===== src/rtl/shift_sequencer_if.sv =====
// Request, response and shift-unit signal bundle for shift_sequencer.
// master = surrounding environment (decoder, consumer, shift unit); slave = the sequencer.
interface shift_sequencer_if #(
    parameter int DATA_WIDTH = 16,
    parameter int AMT_WIDTH  = 5
);
    logic                  req_valid;
    logic                  req_ready;
    logic [DATA_WIDTH-1:0] req_data;
    logic                  req_dir;
    logic [AMT_WIDTH-1:0]  req_amt;

    logic [DATA_WIDTH-1:0] su_in1;
    logic [DATA_WIDTH-1:0] su_in2;
    logic [1:0]            su_fun;
    logic                  su_en;
    logic [DATA_WIDTH-1:0] su_out;
    logic                  su_flag;

    logic                  rsp_valid;
    logic                  rsp_ready;
    logic [DATA_WIDTH-1:0] rsp_data;
    logic                  rsp_err;

    modport master (
        output req_valid, req_data, req_dir, req_amt, rsp_ready, su_out, su_flag,
        input  req_ready, su_in1, su_in2, su_fun, su_en, rsp_valid, rsp_data, rsp_err
    );

    modport slave (
        input  req_valid, req_data, req_dir, req_amt, rsp_ready, su_out, su_flag,
        output req_ready, su_in1, su_in2, su_fun, su_en, rsp_valid, rsp_data, rsp_err
    );
endinterface


===== src/rtl/shift_sequencer.sv =====
// N-bit logical shifter built by iterating a 1-bit shift unit; 2*amt+1 cycles per request, response held under backpressure.
// SHIFT_SEQ_SAT_EN: amounts >= DATA_WIDTH skip iteration and answer 0 after one cycle.
module shift_sequencer #(
    parameter int DATA_WIDTH = 16,
    parameter int AMT_WIDTH  = 5
) (
    input logic          clk,
    input logic          rst_n,
    shift_sequencer_if.slave bus
);
    typedef enum logic [1:0] {S_IDLE, S_ISSUE, S_WAIT, S_DONE} state_t;

    state_t                state_q;
    logic [DATA_WIDTH-1:0] work_q, work_d;
    logic [AMT_WIDTH-1:0]  cnt_q, cnt_d;
    logic                  dir_q, dir_d;
    logic                  err_q, err_d;

    logic                  req_ready_q;
    logic                  su_en_q;
    logic [1:0]            su_fun_q;
    logic [DATA_WIDTH-1:0] su_in1_q;
    logic                  rsp_valid_q;
    logic [DATA_WIDTH-1:0] rsp_data_q;
    logic                  rsp_err_q;

`ifdef SHIFT_SEQ_SAT_EN
    localparam logic [AMT_WIDTH:0] AMT_LIMIT = (AMT_WIDTH+1)'(DATA_WIDTH);
    logic sat_amt;
    assign sat_amt = ({1'b0, bus.req_amt} >= AMT_LIMIT);
`endif

    // Datapath next values; a saturated request is loaded as an already-finished zero shift.
    always_comb begin
        work_d = work_q;
        cnt_d  = cnt_q;
        dir_d  = dir_q;
        err_d  = err_q;
        case (state_q)
            S_IDLE: begin
                if (bus.req_valid) begin
                    work_d = bus.req_data;
                    cnt_d  = bus.req_amt;
                    dir_d  = bus.req_dir;
                    err_d  = 1'b0;
`ifdef SHIFT_SEQ_SAT_EN
                    if (sat_amt) begin
                        work_d = '0;
                        cnt_d  = '0;
                    end
`endif
                end
            end
            S_WAIT: begin
                work_d = bus.su_out;
                cnt_d  = cnt_q - 1'b1;
                if (!bus.su_flag) begin
                    err_d = 1'b1;
                end
            end
            default: ;
        endcase
    end

    always_ff @(posedge clk or negedge rst_n) begin
        if (!rst_n) begin
            state_q     <= S_IDLE;
            work_q      <= '0;
            cnt_q       <= '0;
            dir_q       <= 1'b0;
            err_q       <= 1'b0;
            req_ready_q <= 1'b1;
            su_en_q     <= 1'b0;
            su_fun_q    <= 2'b00;
            su_in1_q    <= '0;
            rsp_valid_q <= 1'b0;
            rsp_data_q  <= '0;
            rsp_err_q   <= 1'b0;
        end else begin
            work_q <= work_d;
            cnt_q  <= cnt_d;
            dir_q  <= dir_d;
            err_q  <= err_d;
            case (state_q)
                S_IDLE, S_WAIT: begin
                    if (state_q == S_WAIT || bus.req_valid) begin
                        req_ready_q <= 1'b0;
                        if (cnt_d == '0) begin
                            state_q     <= S_DONE;
                            rsp_valid_q <= 1'b1;
                            rsp_data_q  <= work_d;
                            rsp_err_q   <= err_d;
                        end else begin
                            state_q  <= S_ISSUE;
                            su_en_q  <= 1'b1;
                            su_fun_q <= {1'b0, dir_d};
                            su_in1_q <= work_d;
                        end
                    end
                end
                S_ISSUE: begin
                    state_q  <= S_WAIT;
                    su_en_q  <= 1'b0;
                    su_fun_q <= 2'b00;
                    su_in1_q <= '0;
                end
                S_DONE: begin
                    if (bus.rsp_ready) begin
                        state_q     <= S_IDLE;
                        req_ready_q <= 1'b1;
                        rsp_valid_q <= 1'b0;
                        rsp_data_q  <= '0;
                        rsp_err_q   <= 1'b0;
                    end
                end
                default: state_q <= S_IDLE;
            endcase
        end
    end

    assign bus.req_ready = req_ready_q;
    assign bus.su_en     = su_en_q;
    assign bus.su_fun    = su_fun_q;
    assign bus.su_in1    = su_in1_q;
    assign bus.su_in2    = '0;
    assign bus.rsp_valid = rsp_valid_q;
    assign bus.rsp_data  = rsp_data_q;
    assign bus.rsp_err   = rsp_err_q;
endmodule


===== src/flat_wrapper.sv =====
// flat-port wrapper written by rule: the top's interface ports become plain ports
module shift_sequencer_flat 
#(
    parameter int DATA_WIDTH = 16,
    parameter int AMT_WIDTH  = 5
)
  (clk, rst_n, bus_req_valid, bus_req_data, bus_req_dir, bus_req_amt, bus_rsp_ready, bus_su_out, bus_su_flag, bus_req_ready, bus_su_in1, bus_su_in2, bus_su_fun, bus_su_en, bus_rsp_valid, bus_rsp_data, bus_rsp_err);
  shift_sequencer_if #(.DATA_WIDTH(DATA_WIDTH), .AMT_WIDTH(AMT_WIDTH)) bus_i ();
  input logic clk;
  input logic rst_n;
  input wire logic [$bits(bus_i.req_valid)-1:0] bus_req_valid;
  input wire logic [$bits(bus_i.req_data)-1:0] bus_req_data;
  input wire logic [$bits(bus_i.req_dir)-1:0] bus_req_dir;
  input wire logic [$bits(bus_i.req_amt)-1:0] bus_req_amt;
  input wire logic [$bits(bus_i.rsp_ready)-1:0] bus_rsp_ready;
  input wire logic [$bits(bus_i.su_out)-1:0] bus_su_out;
  input wire logic [$bits(bus_i.su_flag)-1:0] bus_su_flag;
  output wire logic [$bits(bus_i.req_ready)-1:0] bus_req_ready;
  output wire logic [$bits(bus_i.su_in1)-1:0] bus_su_in1;
  output wire logic [$bits(bus_i.su_in2)-1:0] bus_su_in2;
  output wire logic [$bits(bus_i.su_fun)-1:0] bus_su_fun;
  output wire logic [$bits(bus_i.su_en)-1:0] bus_su_en;
  output wire logic [$bits(bus_i.rsp_valid)-1:0] bus_rsp_valid;
  output wire logic [$bits(bus_i.rsp_data)-1:0] bus_rsp_data;
  output wire logic [$bits(bus_i.rsp_err)-1:0] bus_rsp_err;
  assign bus_i.req_valid = bus_req_valid;
  assign bus_i.req_data = bus_req_data;
  assign bus_i.req_dir = bus_req_dir;
  assign bus_i.req_amt = bus_req_amt;
  assign bus_i.rsp_ready = bus_rsp_ready;
  assign bus_i.su_out = bus_su_out;
  assign bus_i.su_flag = bus_su_flag;
  assign bus_req_ready = bus_i.req_ready;
  assign bus_su_in1 = bus_i.su_in1;
  assign bus_su_in2 = bus_i.su_in2;
  assign bus_su_fun = bus_i.su_fun;
  assign bus_su_en = bus_i.su_en;
  assign bus_rsp_valid = bus_i.rsp_valid;
  assign bus_rsp_data = bus_i.rsp_data;
  assign bus_rsp_err = bus_i.rsp_err;
  shift_sequencer #(.DATA_WIDTH(DATA_WIDTH), .AMT_WIDTH(AMT_WIDTH)) u_core (.clk(clk), .rst_n(rst_n), .bus(bus_i));
endmodule

===== config.mk =====
export PLATFORM = sky130hd
export DESIGN_NAME = shift_sequencer_flat
export DESIGN_NICKNAME = d
export VERILOG_FILES = /design/src/rtl/shift_sequencer_if.sv /design/src/rtl/shift_sequencer.sv /design/src/flat_wrapper.sv
export SDC_FILE = /design/constraint.sdc
export NUM_CORES = 1
export LEC_CHECK = 0
export CAP_MARGIN = 5
export CORE_MARGIN = 1.5
export CORE_UTILIZATION = 42
export CTS_CLUSTER_DIAMETER = 50
export CTS_CLUSTER_SIZE = 12
export DETAILED_ROUTE_END_ITERATION = 7
export DONT_BUFFER_PORTS = 1
export GPL_ROUTABILITY_DRIVEN = 0
export SETUP_SLACK_MARGIN = 0.1
export SLEW_MARGIN = 40
export SYNTH_ARGS = -nofsm -noshare
export SYNTH_HDL_FRONTEND = slang
export SYNTH_SLANG_ARGS = --single-unit

===== constraint.sdc =====
create_clock -name clk -period 2.9 [get_ports clk]
set_input_delay 0.29 -clock clk [delete_from_list [all_inputs] [get_ports clk]]
set_output_delay 0.29 -clock clk [all_outputs]
set_load 0.005 [all_outputs]

==> results of run 1 <==
[state kept, by name, indices dropped and copies added (netlist names), 2 cells and up]
signal / cells
u_core.bus.rsp_data: 16
u_core.bus.su_in1: 16
u_core.cnt_q: 5
u_core.state_q: 2
u_core.work_q: 16
[per-layer routing]
layer	up-vias	wire, um	part of all wire (%)
li1	1052	-	-
met1	1162	3430	43
met2	75	3750	47
met3	9	662	8.3
met4	0	111	1.4
met5	-	0	0
[report_power, final]
group | switching [W] | internal [W] | total (W)
Clock | 0.000330 | 0.000378 | 0.000707
Combinational | 0.000848 | 0.000629 | 0.00148
Sequential | 0.000287 | 0.00126 | 0.00155
[critical path, delay by kind of cell (launching register included)]
kind	cells	cell delay [ps]
AOI/OAI and AO/OA	3	740
adders and majority gates	1	230
buffers and inverters	1	90
DFF	1	400
and+or+nand+nor	3	1020
[worst min-delay path by stage]
stage | from | to | depth (start not counted)
after floorplan | rst_n | u_core.bus.rsp_data[0] | 0
after global placement | rst_n | u_core.bus.su_in1[9] | 0
after detailed placement | rst_n | u_core.bus.su_in1[9] | 0
after CTS | bus_rsp_ready | u_core.state_q[0] | 1
after global routing | bus_rsp_ready | u_core.state_q[0] | 1
final | bus_rsp_ready | u_core.state_q[0] | 1
[cell type report]
cell class	instances	share of cell area [%]
multi-input cells	193	39.5
flip-flops and latches	62	46.5
inverters	5	0.562
clock inverters	3	0.525
well taps	96	3.60
clock buffers	13	5.06
repair buffers	14	4.20
[cells in the final DEF, fill, tap and decap left out, types with 12 or more instances in the layout]
cell,instances
a21oi_1,20
a22oi_1,16
a32o_1,17
clkbuf_8,12
conb_1,17
dfrtp_1,61
nor2b_1,19
o21ai_0,19
o22ai_1,18
o2bb2ai_1,16
[metrics by stage]
stage | instances | hold slack [ps] | instance area, sq um
after floorplan | 300 | -5.59 | 3110
after global placement | 368 | -3.95 | 3100
after detailed placement | 368 | -4.59 | 3100
after CTS | 386 | 21.3 | 3320
after global routing | 386 | 13.0 | 3340
final | 386 | 38.7 | 3340
[repair_timing]
action / in CTS / in global routing
endpoints found under the setup margin: 0 / 17
endpoints found under the hold margin: 62 / 0
gates resized for setup: 0 / 2
hold buffers: 2 / 0
[cell families after synthesis]
logic type	Yosys count	synth area share, %
adders and majority gates	1	0.411
other	1	0.123
muxes	3	1.07
buffers and inverters	45	8.38
and+or+nand+nor	53	10.7
DFF	62	51.0
AOI/OAI and AO/OA	119	28.3
==> metrics.csv, run 1 <==
metric,value,unit
outcome,"finished, final reports clean",
Final Power,0.00373,W
predominant post-synthesis flop cell,dfrtp_1,
CP max FO,17,
total grt overflow,0,
max-slew violation count,0,
IO Pins,97,
Post-synth EDFFs,0,
most area-consuming cells after synthesis,"dfrtp_1 50%, a32o_1 5.6%, o2bb2ai_1 4.6%, buf_4 4.2%, a22oi_1 3.9%",
Worst path max stage delay,480,ps
Pre-antenna DRT Iters,4,
slowest stage cell on the critical path,nor4_1,
global-route wire length before repair,12600,um
Pwr per Cell Area,1120,nW/um^2
final count of hold timing violations,0,
most instantiated cells after synthesis,"61 x dfrtp_1, 21 x a21oi_1, 19 x nor2b_1, 19 x o21ai_0, 18 x o22ai_1",
CTS tree,done,
crit path cell chain,inv_1 > ha_1 > or3b_1 > o211ai_1 > nand2b_1 > nor4_1 > o2bb2ai_4 > a22o_1,
Filler Cell Count,655,
CTS Sinks,62,
Residual DRC,0,
Antenna Diode Count,0,
mapped cell area,3050,sq um
Die X,88.2,um
Starting DRT DRC Count,155,
DP Wirelength,5290,um
Core ar.,6910,sq um
CP required,3130,ps
Tot GR Track Use,22.2,%
RR Endpoint,u_core.bus.rsp_err,
multi-input logic area,1320,sq um
worst reg-to-reg path cell count,8,
Worst Path Arrival,2810,ps
post-synth cell types,43,
Fin Clk Skew,9.28,ps
CP startpoint,u_core.cnt_q[0],
Root Driver,clkbuf_8,
Worst-Skew Late Latency,340,ps
clock-pin transition on the worst setup and hold timing paths,70,ps
Synth area leader,dfrtp_1,
crit end category,flip-flop,
vias per cell,5.95,
final worst slack,317,ps
setup violators final,0,
share of layout cells above drive strength 1,14.1,%
RSZ-0062 raised after global routing,false,
Worst VDD drop,0.493,mV
Reg area,1550,sq um
synthesized area per cell,10.7,sq um
met1 Use GR,30.1,%
H-tree depth,3,
Worst setup endpoint,u_core.bus.rsp_err,
LEAKAGE,1.44,nW
Peak Freq,387,MHz
Setup TNS Final,0,ps
GRT met3 Usage,8.29,%
yosys warns,0,
Max-Cap Viols,0,
Hold Path Class,in -> reg,
CP startpoint kind,flip-flop,
post-layout util,48.3,%
Syn Inst Count,284,
pin count of the biggest net entering global routing,63,
clock buffer depth,2,
Starting Density,44.1,%
cts bufs inserted,9,
setup slack at placement,274,ps
Crit Path Category,reg -> reg,
postcts setup bufs,0,
total wire length,7960,um
Reg2Reg Setup Slack,320,ps
wire length per cell,20.6,um
Die Y-Extent,88.2,um
gr busiest metal,met2,
row count,30,
Die Area,7770,sq um
Final #Nets,329,
Final period util,89.1,%
# port buffers,0,
Post-synth ARST share,100,%
worst r2r src,u_core.cnt_q[0],
antenna violations before repair,0,
Vias,2298,
vias in the first global route,2275,
"Seq/Total Area, Yosys",51.0,%
Antenna Violating Nets Remaining,0,
most common cell in the netlist,dfrtp_1,
min Tclk post-route,2580,ps
Synth Register Bits,62,
Synth top area share,50.1,%
area growth from synthesis to layout,9.57,%
met2 Resource Use GR,32.3,%
(Power assumes the default switching activity.)
==> run 2: changes to the inputs <==
--- a/config.mk
+++ b/config.mk
@@ -18,3 +18,4 @@
 export SYNTH_ARGS = -nofsm -noshare
 export SYNTH_HDL_FRONTEND = slang
 export SYNTH_SLANG_ARGS = --single-unit
+export TNS_END_PERCENT = 100
==> results of run 2 <==
No change in the layout: final DEF, timing and power equal those of run 1.
==> run 3: changes to the inputs <==
--- a/config.mk
+++ b/config.mk
@@ -8,12 +8,15 @@
 export CAP_MARGIN = 5
 export CORE_MARGIN = 1.5
 export CORE_UTILIZATION = 42
+export CTS_BUF_LIST = sky130_fd_sc_hd__clkbuf_2
 export CTS_CLUSTER_DIAMETER = 50
 export CTS_CLUSTER_SIZE = 12
 export DETAILED_ROUTE_END_ITERATION = 7
 export DONT_BUFFER_PORTS = 1
 export GPL_ROUTABILITY_DRIVEN = 0
+export GPL_TIMING_DRIVEN = 0
 export SETUP_SLACK_MARGIN = 0.1
+export SKIP_LAST_GASP = 1
 export SLEW_MARGIN = 40
 export SYNTH_ARGS = -nofsm -noshare
 export SYNTH_HDL_FRONTEND = slang
==> metrics.csv, run 3 (synthesized netlist as in run 1, its figures left out) <==
metric,value,unit,change
area growth from synthesis to layout,20.0,%,
global-route wire length before repair,13100,um,+3.8%
setup violators final,0,,unchanged
Die Y-Extent,88.2,um,unchanged
Worst VDD drop,0.436,mV,-12%
final std cells w/o fill,440,,+14%
Fin Clk Skew,26.3,ps,+17.0 ps
sw frac,42.5,%,+3.3 points
Vias,2540,,+11%
worst r2r src,u_core.cnt_q[0],,
Worst-Skew Late Latency,490,ps,+150 ps
Tot GR Track Use,22.6,%,+0.42 points
H-tree depth,3,,unchanged
Max-Cap Viols,0,,unchanged
Gate power share,44.9,%,+5.3 points
crit end category,flip-flop,,
Antenna Violating Nets Remaining,0,,unchanged
placed cells,396,,+7.6%
LEAKAGE,1.60,nW,+12%
hold path endpoint,u_core.bus.su_in1[7],,
CTS Sinks,62,,unchanged
Sw Pwr,0.00151,W,+3.2%
setup slack at placement,93.3,ps,-180 ps
row count,30,,unchanged
Worst Path Arrival,3070,ps,+260 ps
CTS tree,done,,
clock-pin transition on the worst setup and hold timing paths,190,ps,+120 ps
Residual DRC,0,,unchanged
Pwr per Cell Area,972,nW/um^2,-13%
DP Wirelength,5610,um,+6.1%
Flop pwr share,42.8,%,+1.4 points
"commonest cells after routing, fill and taps aside","61 x dfrtp_1, 25 x dlygate4sd3_1, 20 x a21oi_1",,
Peak Freq,371,MHz,-4.1%
Antenna Diode Count,0,,unchanged
gr busiest metal,met2,,
Die Area,7770,sq um,unchanged
Reg2Reg Setup Slack,210,ps,-110 ps
Min-Delay Path Depth,2,,+1
CP required,3280,ps,+150 ps
total wire length,8450,um,+6.1%
worst reg-to-reg path cell count,10,,+2
share of layout cells above drive strength 1,16.9,%,+2.7 points
total grt overflow,0,,unchanged
Hold Path Class,in -> reg,,
cts bufs inserted,9,,unchanged
Die X,88.2,um,unchanged
Filler Cell Count,663,,+1.2%
"commonest non-fill, non-tap cell in the layout",dfrtp_1,,
slew margin rel.,60.1,%,
CP max FO,10,,-7
met1 Use GR,31.8,%,+1.8 points
Pre-antenna DRT Iters,5,,+1
RR Endpoint,u_core.bus.rsp_data[10],,
clock buffer depth,2,,unchanged
pin count of the biggest net entering global routing,63,,unchanged
GRT met3 Usage,7.63,%,-0.66 points
# port buffers,0,,unchanged
IO Pins,97,,unchanged
Final #Nets,383,,+16%
outcome,"finished, final reports clean",,
antenna violations before repair,0,,unchanged
RSZ-0062 raised after global routing,false,,
Clock power frac,12.3,%,-6.7 points
max-slew violation count,0,,unchanged
Crit Path Category,reg -> reg,,
Pint,0.00204,W,-9.9%
final count of hold timing violations,0,,unchanged
post-layout util,52.9,%,+4.6 points
Setup TNS Final,0,ps,unchanged
CP startpoint kind,flip-flop,,
Core ar.,6910,sq um,unchanged
final worst slack,206,ps,-111 ps
Root Driver,clkbuf_2,,
actual slew at the worst max-slew pin,598,ps,
met2 Resource Use GR,33.7,%,+1.3 points
Starting Density,44.1,%,unchanged
min Tclk post-route,2690,ps,+111 ps
final instance area,3650,sq um,+9.5%
vias in the first global route,2462,,+8.2%
Starting DRT DRC Count,220,,+42%
vias per cell,5.77,,-3.0%
Post-DP Area,3230,sq um,+4.3%
wire length per cell,19.2,um,-6.9%
Final period util,92.9,%,+3.8 points
hold path start,bus_su_out[7],,
## run 3: cell types whose count changed in the layout (fill, tap and decap cells not counted), sizes merged
| cell | change |
|---|---|
| dlygate4sd3 | +24 |
| buf | +16 |
| clkbuf | +12 |
| clkinv | +2 |
## run 3: how the worst max path moves through the flow
| stage | slack [ps] | from | depth (start not counted) | endpoint |
|---|---|---|---|---|
| floorplan | 490 | u_core.cnt_q[0] | 10 | u_core.bus.rsp_data[6] |
| global placement | 140 | u_core.cnt_q[0] | 9 | u_core.bus.rsp_valid |
| detailed placement | 90 | u_core.cnt_q[0] | 9 | u_core.bus.rsp_valid |
| CTS | 110 | u_core.cnt_q[0] | 10 | u_core.bus.su_in1[8] |
| global route | 80 | u_core.cnt_q[0] | 10 | u_core.bus.rsp_data[9] |
| finish | 210 | u_core.cnt_q[0] | 10 | u_core.bus.rsp_data[10] |
## run 3: repair_timing
| action | 4_1_cts | 5_1_grt |
|---|---|---|
| hold buffers | 23 | 3 |
| pin swaps | 0 | 0 |
| setup buffers | 0 | 2 |
| endpoints found under the hold margin | 92 | 3 |
| setup endpoints to repair | 1 | 22 |
| resized for setup | 1 | 8 |
## run 3: area by class of cell
| cell class | instances | area (sq um) | area share, % |
|---|---|---|---|
| clock inverter | 5 | 26.3 | 0.719 |
| sequential | 62 | 1550 | 42.5 |
| clock buffer | 11 | 55.1 | 1.51 |
| timing repair buffer | 28 | 305 | 8.35 |
| buffer | 40 | 241 | 6.61 |
| tap | 96 | 120 | 3.29 |
| inverter | 5 | 18.8 | 0.514 |
| multi-input combinational | 193 | 1340 | 36.5 |
## run 3: routing by layer
metal | wire, um | vias to the layer above
met4 | 63 | 0
li1 | - | 1158
met3 | 675 | 10
met2 | 3850 | 92
met1 | 3860 | 1280
met5 | 0 | -
## run 3: power by group through the flow
stage / clock network (W) / logic, W / registers (W)
after global placement: 0 / 0.00141 / 0.00153
final: 0.000438 / 0.00159 / 0.00152
after detailed placement: 0 / 0.00145 / 0.00154
after global routing: 0.000478 / 0.00176 / 0.00157
after floorplan: 0 / 0.00112 / 0.00146
after CTS: 0.000444 / 0.00151 / 0.00152
## run 3: metrics by stage
stage          hold WS (ps)  total power (W)
2_1_floorplan         -5.59          0.00258
3_3_place_gp          -4.28          0.00294
3_5_place_dp          -4.11          0.00299
4_1_cts                1.14          0.00348
5_1_grt               0.487          0.00380
6_report               7.60          0.00355
## run 3: critical path, cell delays in order (launching register included)
cell,delay (ps)
dfrtp_1,450
inv_2,100
ha_4,160
or3b_1,360
o211ai_1,170
nand2b_1,170
or3_1,400
buf_2,180
o2bb2ai_4,210
buf_6,190
a32o_1,200
